### src/rtl/uart_tx_fifo_pkg.sv
// Shared definitions for the UART transmit FIFO: sequencer state encoding and baud timing.
package uart_tx_fifo_pkg;

    localparam int UART_CLKS_PER_BIT = 48000000 / 115200;

    typedef enum logic [1:0] {
        ST_IDLE = 2'd0,
        ST_SEND = 2'd1,
        ST_WAIT = 2'd2,
        ST_GAP  = 2'd3
    } tx_state_e;

endpackage

### src/rtl/uart_tx_fifo_ram.sv
// Simple dual-port byte store with a registered, enabled read port (maps onto one EBR).
// The read register doubles as the held transmit byte, so it is reset and only loads on a pop.
module uart_tx_fifo_ram #(
    parameter int ADDR_W = 6,
    parameter int DATA_W = 8
) (
    input  logic              clk48,
    input  logic              rst,
    input  logic              wr_en,
    input  logic [ADDR_W-1:0] wr_addr,
    input  logic [DATA_W-1:0] wr_data,
    input  logic              rd_en,
    input  logic [ADDR_W-1:0] rd_addr,
    output logic [DATA_W-1:0] rd_data
);

    logic [DATA_W-1:0] mem [2**ADDR_W];

    always_ff @(posedge clk48) begin
        if (wr_en) begin
            mem[wr_addr] <= wr_data;
        end
    end

    // Reads never collide with writes: a pop needs level!=0, so rd_addr differs from wr_addr
    // unless the FIFO is full, and then no write happens.
    always_ff @(posedge clk48 or posedge rst) begin
        if (rst) begin
            rd_data <= '0;
        end else if (rd_en) begin
            rd_data <= mem[rd_addr];
        end
    end

endmodule

### src/rtl/uart_tx_fifo.sv
// Byte FIFO plus transmit sequencer feeding uart_tx through its DV/Active/Done handshake.
// Optional high-water-mark tracking is enabled by defining UART_TX_FIFO_HWM_EN.
module uart_tx_fifo
    import uart_tx_fifo_pkg::*;
#(
    parameter int DEPTH_LOG2 = 6,
    parameter int WIDTH      = 8
) (
    input  logic                  clk48,
    input  logic                  rst,
    input  logic [WIDTH-1:0]      din,
    input  logic                  din_v,
    output logic                  full,
    output logic [DEPTH_LOG2:0]   level,
    output logic                  overflow,
    output logic [WIDTH-1:0]      tx_byte,
    output logic                  tx_dv,
    input  logic                  tx_active,
    input  logic                  tx_done,
    output logic [DEPTH_LOG2:0]   hwm
);

    localparam logic [DEPTH_LOG2:0] DEPTH = {1'b1, {DEPTH_LOG2{1'b0}}};

    logic [DEPTH_LOG2:0] wr_ptr_reg;
    logic [DEPTH_LOG2:0] rd_ptr_reg;
    logic                overflow_reg;
    logic                tx_dv_reg;
    tx_state_e           state_reg;
    tx_state_e           state_next;
    logic                wr_en;
    logic                pop;

    // Extra pointer bit distinguishes full from empty; subtraction wraps naturally.
    assign level    = wr_ptr_reg - rd_ptr_reg;
    assign full     = (level == DEPTH);
    assign wr_en    = din_v && !full;
    assign overflow = overflow_reg;
    assign tx_dv    = tx_dv_reg;

    uart_tx_fifo_ram #(
        .ADDR_W (DEPTH_LOG2),
        .DATA_W (WIDTH)
    ) u_ram (
        .clk48   (clk48),
        .rst     (rst),
        .wr_en   (wr_en),
        .wr_addr (wr_ptr_reg[DEPTH_LOG2-1:0]),
        .wr_data (din),
        .rd_en   (pop),
        .rd_addr (rd_ptr_reg[DEPTH_LOG2-1:0]),
        .rd_data (tx_byte)
    );

    always_ff @(posedge clk48 or posedge rst) begin
        if (rst) begin
            wr_ptr_reg   <= '0;
            rd_ptr_reg   <= '0;
            overflow_reg <= 1'b0;
            tx_dv_reg    <= 1'b0;
            state_reg    <= ST_IDLE;
        end else begin
            if (wr_en) begin
                wr_ptr_reg <= wr_ptr_reg + 1'b1;
            end
            if (pop) begin
                rd_ptr_reg <= rd_ptr_reg + 1'b1;
            end
            if (din_v && full) begin
                overflow_reg <= 1'b1;
            end
            tx_dv_reg <= pop;
            state_reg <= state_next;
        end
    end

    // IDLE also waits on tx_active so a reset released mid-byte cannot restart uart_tx early.
    always_comb begin
        state_next = state_reg;
        pop        = 1'b0;
        case (state_reg)
            ST_IDLE: begin
                if (level != '0 && !tx_active) begin
                    pop        = 1'b1;
                    state_next = ST_SEND;
                end
            end
            ST_SEND: state_next = ST_WAIT;
            ST_WAIT: begin
                if (tx_done) begin
                    state_next = ST_GAP;
                end
            end
            ST_GAP:  state_next = ST_IDLE;
            default: state_next = ST_IDLE;
        endcase
    end

`ifdef UART_TX_FIFO_HWM_EN
    logic [DEPTH_LOG2:0] hwm_reg;

    always_ff @(posedge clk48 or posedge rst) begin
        if (rst) begin
            hwm_reg <= '0;
        end else if (level > hwm_reg) begin
            hwm_reg <= level;
        end
    end

    assign hwm = hwm_reg;
`else
    assign hwm = '0;
`endif

endmodule

### config.mk
export PLATFORM = sky130hd
export DESIGN_NAME = uart_tx_fifo
export DESIGN_NICKNAME = d
export VERILOG_FILES = /design/src/rtl/uart_tx_fifo_pkg.sv /design/src/rtl/uart_tx_fifo_ram.sv /design/src/rtl/uart_tx_fifo.sv
export SDC_FILE = /design/constraint.sdc
export NUM_CORES = 1
export LEC_CHECK = 0
export CORE_UTILIZATION = 60
export CTS_BUF_LIST = sky130_fd_sc_hd__clkbuf_4
export DETAILED_ROUTE_END_ITERATION = 8
export GPL_TIMING_DRIVEN = 0
export MAX_ROUTING_LAYER = met4
export PLACE_DENSITY = 0.77
export SETUP_SLACK_MARGIN = 0.05
export SLEW_MARGIN = 40
export SYNTH_ARGS = -nofsm -noshare
export SYNTH_HDL_FRONTEND = slang
export SYNTH_SLANG_ARGS = --single-unit
### constraint.sdc
create_clock -name clk48 -period 5.3 [get_ports clk48]
set_clock_uncertainty 0.05 [all_clocks]
set_input_delay 1.06 -clock clk48 [delete_from_list [all_inputs] [get_ports clk48]]
set_output_delay 1.06 -clock clk48 [all_outputs]
set_load 0.02 [all_outputs]
-- Word-level counts from Yosys, hierarchy flattened
Memories as Yosys holds them, arrays and structs flattened. A register that Yosys moved wholly into a read port is not among the register bits.
Cells that the tools add are included.
- flip-flop bits (word level): 18
- bits in writable memories: 512
- input bits: 13
- word-level logic and storage cells: 30
- memories: 1
- memory list (name ; depth ; width ; read ports ; clocked after memory_dff ; wr ports ; line ; text):
    u_ram.mem ; 64 ; 8 ; 1 ; 1 ; 1 ; uart_tx_fifo_ram.sv:17 ; logic [DATA_W-1:0] mem [2**ADDR_W];
- $add $sub $neg: 3
- equality and inequality tests: 6
- mux-type cells: 7
- reductions and logical operators: 8
- operators with widths (cell ; number):
    adder 7 x 1 -> 7 bit (second input constant) ; 2
    case mux 2 bit (4 select lines) ; 1
    == test 7 bit (second input constant) ; 1
    nonzero test 7 bit ; 1
    subtractor 7 bit ; 1
    == test 2 bit (second input constant) ; 2
    two-way mux 1 bit ; 4
    two-way mux 2 bit ; 2
    inequality test 2 bit (second input constant) ; 2
    logical AND 1 bit ; 3
    == test 2 x 1 -> 1 bit (second input constant) ; 1
    logical NOT 1 bit ; 2
    logical NOT 2 bit ; 1
    AND reduction 2 bit ; 1

-- Logic depth before layout (Yosys ltp)
Gate-level depths: netlist (run 1).
- word-level depth: 6
- mapped depth: 14

-- Cells and area by module
A second synthesis (run 1) with hierarchy kept.
- cell total of the unflattened synthesis: 1072
- area total of the unflattened synthesis: 21550.7 um^2
- modules (own cells, without submodules) (module ; instances ; cells each ; area each (um^2) ; sequential area each (um^2)):
    uart_tx_fifo_ram ; 1 ; 939 ; 20233.2 ; 15574.9
    uart_tx_fifo ; 1 ; 133 ; 1317.5 ; 450.4

-- Worst setup path after synthesis (run 1)
No wires, ideal clock.
- kind: reg2reg
- from: register rd_ptr_reg[1]
- to: memory u_ram.mem[13][0], enable pin
- library setup time: 0.395 ns
- arrival time: 4.606 ns
- required time: 4.855 ns
- path slack: 0.249 ns
- cell stages (with the launch flop): 15
- clock period less this slack: 5.051 ns
- cell sequence: dfrtp_1 -> buf_2 -> clkbuf_1 -> clkbuf_1 -> buf_2 -> inv_1 -> ha_1 -> nor2b_1 -> o31a_1 -> o311ai_1 -> or4_1 -> buf_2 -> buf_6 -> nor2_4 -> nor4_1
- word-level cells in the longest chain between the ends: 6
- RTL lines (what ; line ; text):
    start: declaration ; uart_tx_fifo.sv:26 ; logic [DEPTH_LOG2:0] rd_ptr_reg;
    start signal: assignment ; uart_tx_fifo.sv:67 ; rd_ptr_reg <= rd_ptr_reg + 1'b1;
    subtractor 7 bit ; uart_tx_fifo.sv:35 ; assign level = wr_ptr_reg - rd_ptr_reg;
    net level[5] ; uart_tx_fifo.sv:14 ; output logic [DEPTH_LOG2:0] level,
    == test 7 bit ; uart_tx_fifo.sv:36 ; assign full = (level == DEPTH);
    net full ; uart_tx_fifo.sv:13 ; output logic full,
    logical NOT 1 bit ; uart_tx_fifo.sv:37 ; assign wr_en = din_v && !full;
    logical AND 1 bit ; uart_tx_fifo.sv:37 ;
    two-way mux 1 bit ; uart_tx_fifo_ram.sv:20 ; if (wr_en) begin
    two-way mux 1 bit (not written as such) ; uart_tx_fifo_ram.sv:21 ; mem[wr_addr] <= wr_data;
    end: declaration ; uart_tx_fifo_ram.sv:17 ;
The timed path passes the listed nets, and every way through them passes these cells.

-- Worst setup path in the final report (run 1)
- from: register rd_ptr_reg[3]
- to: output port full
- word-level cells in the longest chain between the ends: 2
- RTL lines (what ; line):
    subtractor 7 bit ; uart_tx_fifo.sv:35
    == test 7 bit ; uart_tx_fifo.sv:36
    end: declaration ; uart_tx_fifo.sv:13
No other way between the ends.

==> flow_metrics.tcl, run 1 <==
set metrics [dict create \
    drt_pre_antenna_iters 8 \
    total_power_mw 13.38 \
    layoutNonFillerInstCount 1827 \
    largest_reg_flops 512 \
    setup_tns_ns 0 \
    switchingPower_mw 4.663 \
    antenna_found_initial 1 \
    leakagePower_nw 8.128 \
    postCtsHoldBufs 0 \
    seqPwrFrac_pct 37.7 \
    start_util_pct 61.55 \
    critPathCaptureType "output port" \
    critPathSlowestCell "dfrtp_1" \
    reg_top3 "u_ram.mem: 512 flops, u_ram.rd_data: 8 flops" \
    path_max_fanout 10 \
    async_reset_ff_share_pct 4.833 \
    gr-total-overflow 0 \
    maxCapViolations 0 \
    cts-htree-levels 4 \
    mappedNetlistArea_um2 21420 \
    clkPwrFrac_pct 26.7 \
    rrSetupSlack_ns 0.95 \
    relSlewSlack_pct 40.95 \
    dp.cells 1590 \
    pwr-share-comb_pct 35.7 \
    die_h_um 190.9 \
    cts_tree "built" \
    slew_violations 0 \
    cts.sinks 538 \
    area_growth_pct 14.37 \
    dp_hpwl_um 33540 \
    period_share_pct 96.43 \
    port_buffers 29 \
    grt_setup_unrepaired "false" \
    path_buf_inv 4 \
    wl_per_cell_um 28.93 \
    required_ns 4.19 \
    layout-drive-gt1-share_pct 32.46 \
    pre_cts_ws_ns -1.018 \
    ys_ff_latch 538 \
    r2r_cells 10 \
    synth_edf_count 512 \
    syn_avg_cell_area_um2 19.85 \
    finalSetupViolCount 0 \
    yosysWarningCount 0 \
    crit_type "reg -> out" \
    timing.fmax_ghz 0.1957 \
    ir_worst_vdd_mv 0.6012 \
    clock_path_buffers 3 \
    fin_crit_ns 5.111 \
    crit_chain "inv_2 > ha_1 > o21a_1 > o31a_1 > o311ai_2 > or4_1 > buf_2 > buf_6 > nor2_4 > clkdlybuf4s15_2" \
    core_area_um2 34800 \
    avgViaCountPerCell 6.569 \
    cp-start-kind "register" \
    critPathArrivalTime_ns 4.00 \
    postRouteAntennaNets 0 \
    min_path_cells 1 \
    grt_max_degree 65 \
    grt_pass1_wl_um 77270 \
    ios 38 \
    max_slew.worst_pin.slew_ns 0.8832 \
    final.setup.worst_slack_ns 0.1890 \
    top_register "u_ram.mem" \
    clk_latency_ns 0.84 \
    netlist-cell-type-count 58 \
    worst_hold_path_type "reg -> reg" \
    die_width_um 190.9 \
    clk_pin_slew_ns 0.06 \
    dieArea_um2 36460 \
    synth_cells 1079 \
    grt_pass1_vias 12006 \
    drcViolationCount 0 \
    grt_usage_pct 31.28 \
    first_iter_violations 1718 \
    synth_flop_cell "edfxtp_1" \
    layout.nets 1299 \
    path_delay_family "buffers and inverters" \
    p_sw_share_pct 34.85 \
    synth_seq_area_share_pct 74.82 \
    cts_buffers 135 \
    cp.depth 10 \
    critPathMaxStageDelay_ns 0.65 \
    vias 12002 \
    rows 68 \
    powerDensity_nw_per_um2 546.1 \
    p_int_mw 8.716 \
    cts_root_buffer "clkbuf_4" \
    hold_violations 0 \
    postRouteWirelength_um 52860 \
    outcome "finished, final reports clean" \
    place_congestion 0.9348 \
]
-- logic make-up after synthesis --
group | synth area share, %
flops | 74.82
mux | 14.21
simple gates | 3.195
compound gates | 4.486
buf+inv | 1.922
xor+xnor | 0.6133
fa+ha+maj | 0.7360
other cells | 0.01751
-- what timing repair did --
action | CTS | global route
pin swaps | 1 | 1
resized for setup | 18 | 7
cloned | 0 | 0
buffers inserted | 2 | 3
setup endpoints to repair | 480 | 1
-- per-layer routing --
metal	wire, um	track usage (%)	part of all wire (%)	vias to the layer above
met2	24630	45.39	47	858
met4	1946	13.20	3.7	0
met5	0	-	0	-
met1	20400	43.06	39	6078
li1	-	-	-	4924
met3	5889	7.325	11	142
-- power groups by stage --
stage	Sequential [mW]	Clock, mW	Combinational (mW)
6_report	5.04	3.57	4.77
5_1_grt	5.05	3.81	4.96
4_1_cts	5.03	3.61	4.61
3_5_place_dp	5.10	0	4.55
3_3_place_gp	5.10	0	4.45
2_1_floorplan	5.10	0	2.84
-- synthesized netlist by cell type (all sizes together), types with 2 or more instances --
cell type	count	area, um^2
a22oi	14	105.1
o22ai	7	43.79
mux2	7	78.83
nand2b	4	25.02
nor3	9	45.04
o211ai	7	82.58
nand3b	4	30.03
nand4	2	12.51
or3	2	12.51
o21ai	10	61.31
xnor2	11	96.34
mux2i	42	420.4
dfrtp	26	650.6
ha	11	137.6
o221ai	15	131.4
a21o	3	22.52
clkbuf	33	123.9
nor3b	2	15.01
a21oi	20	100.1
buf	34	216.5
mux4	113	2545
nand4b	3	26.28
nor4	9	71.32
nand2	15	56.30
and3	3	18.77
nor2b	7	43.79
a22o	15	131.4
edfxtp	512	15370
a2111oi	2	17.52
inv	18	67.56
a211oi	16	120.1
nor2	69	266.5
a221oi	9	78.83
o311ai	3	26.28
nand3	6	30.03
xor2	4	35.03
-- stage by stage --
step / hold WS, ns / utilization, % / cell area, um^2
2_1_floorplan: 0.4104 / - / 21440
4_1_cts: 0.3991 / 70.18 / 24420
3_5_place_dp: 0.4165 / 64.88 / 22580
3_3_place_gp: 0.3882 / 64.09 / 22300
6_report: 0.4279 / 70.40 / 24500
5_1_grt: 0.4143 / 70.40 / 24500
-- final cells by class --
cell class	instances	area (um^2)
well taps	455	569.3
flip-flops and latches	538	16030
plain buffers	64	392.9
repair buffers	55	536.8
fillers	2154	10300
clock inverters	35	284.0
multi-input cells	461	5117
clock buffers	199	1494
inverters	19	73.82
diodes	1	2.502
-- layout by cell type, fill, tap and decap left out, types with 8 or more instances in the layout --
| cell | instances |
|---|---|
| nor2_1 | 53 |
| a21oi_1 | 19 |
| clkbuf_4 | 200 |
| clkbuf_1 | 20 |
| nand2_1 | 15 |
| buf_12 | 8 |
| a22oi_1 | 14 |
| nor2_2 | 15 |
| xnor2_1 | 11 |
| dfrtp_1 | 25 |
| clkdlybuf4s50_1 | 20 |
| mux4_2 | 113 |
| o221ai_1 | 15 |
| mux2i_1 | 42 |
| edfxtp_1 | 512 |
| inv_1 | 16 |
| buf_2 | 23 |
| clkbuf_2 | 8 |
| clkinv_1 | 21 |
| ha_1 | 10 |
| buf_4 | 32 |
| a211oi_1 | 16 |
| a22o_1 | 15 |
| nor3_1 | 9 |
| nor4_2 | 8 |
| a221oi_1 | 8 |
-- worst paths after layout --
check / end / startpoint
worst min register to register: overflow / overflow
worst min-delay path: overflow / overflow
worst max register to register: u_ram.mem[19][0] / rd_ptr_reg[3]
min in group asynchronous: wr_ptr_reg[5] / rst
max in group asynchronous: rd_ptr_reg[4] / rst
worst max-delay path: full / rd_ptr_reg[3]
(Power assumes the default switching activity.)
==> run 2, diff against run 1 <==
--- a/config.mk
+++ b/config.mk
@@ -5,6 +5,7 @@
 export SDC_FILE = /design/constraint.sdc
 export NUM_CORES = 1
 export LEC_CHECK = 0
+export CAP_MARGIN = 20
 export CORE_UTILIZATION = 60
 export CTS_BUF_LIST = sky130_fd_sc_hd__clkbuf_4
 export DETAILED_ROUTE_END_ITERATION = 8
==> results of run 2 <==
The final DEF is identical to that of run 1; final timing and power are the same.
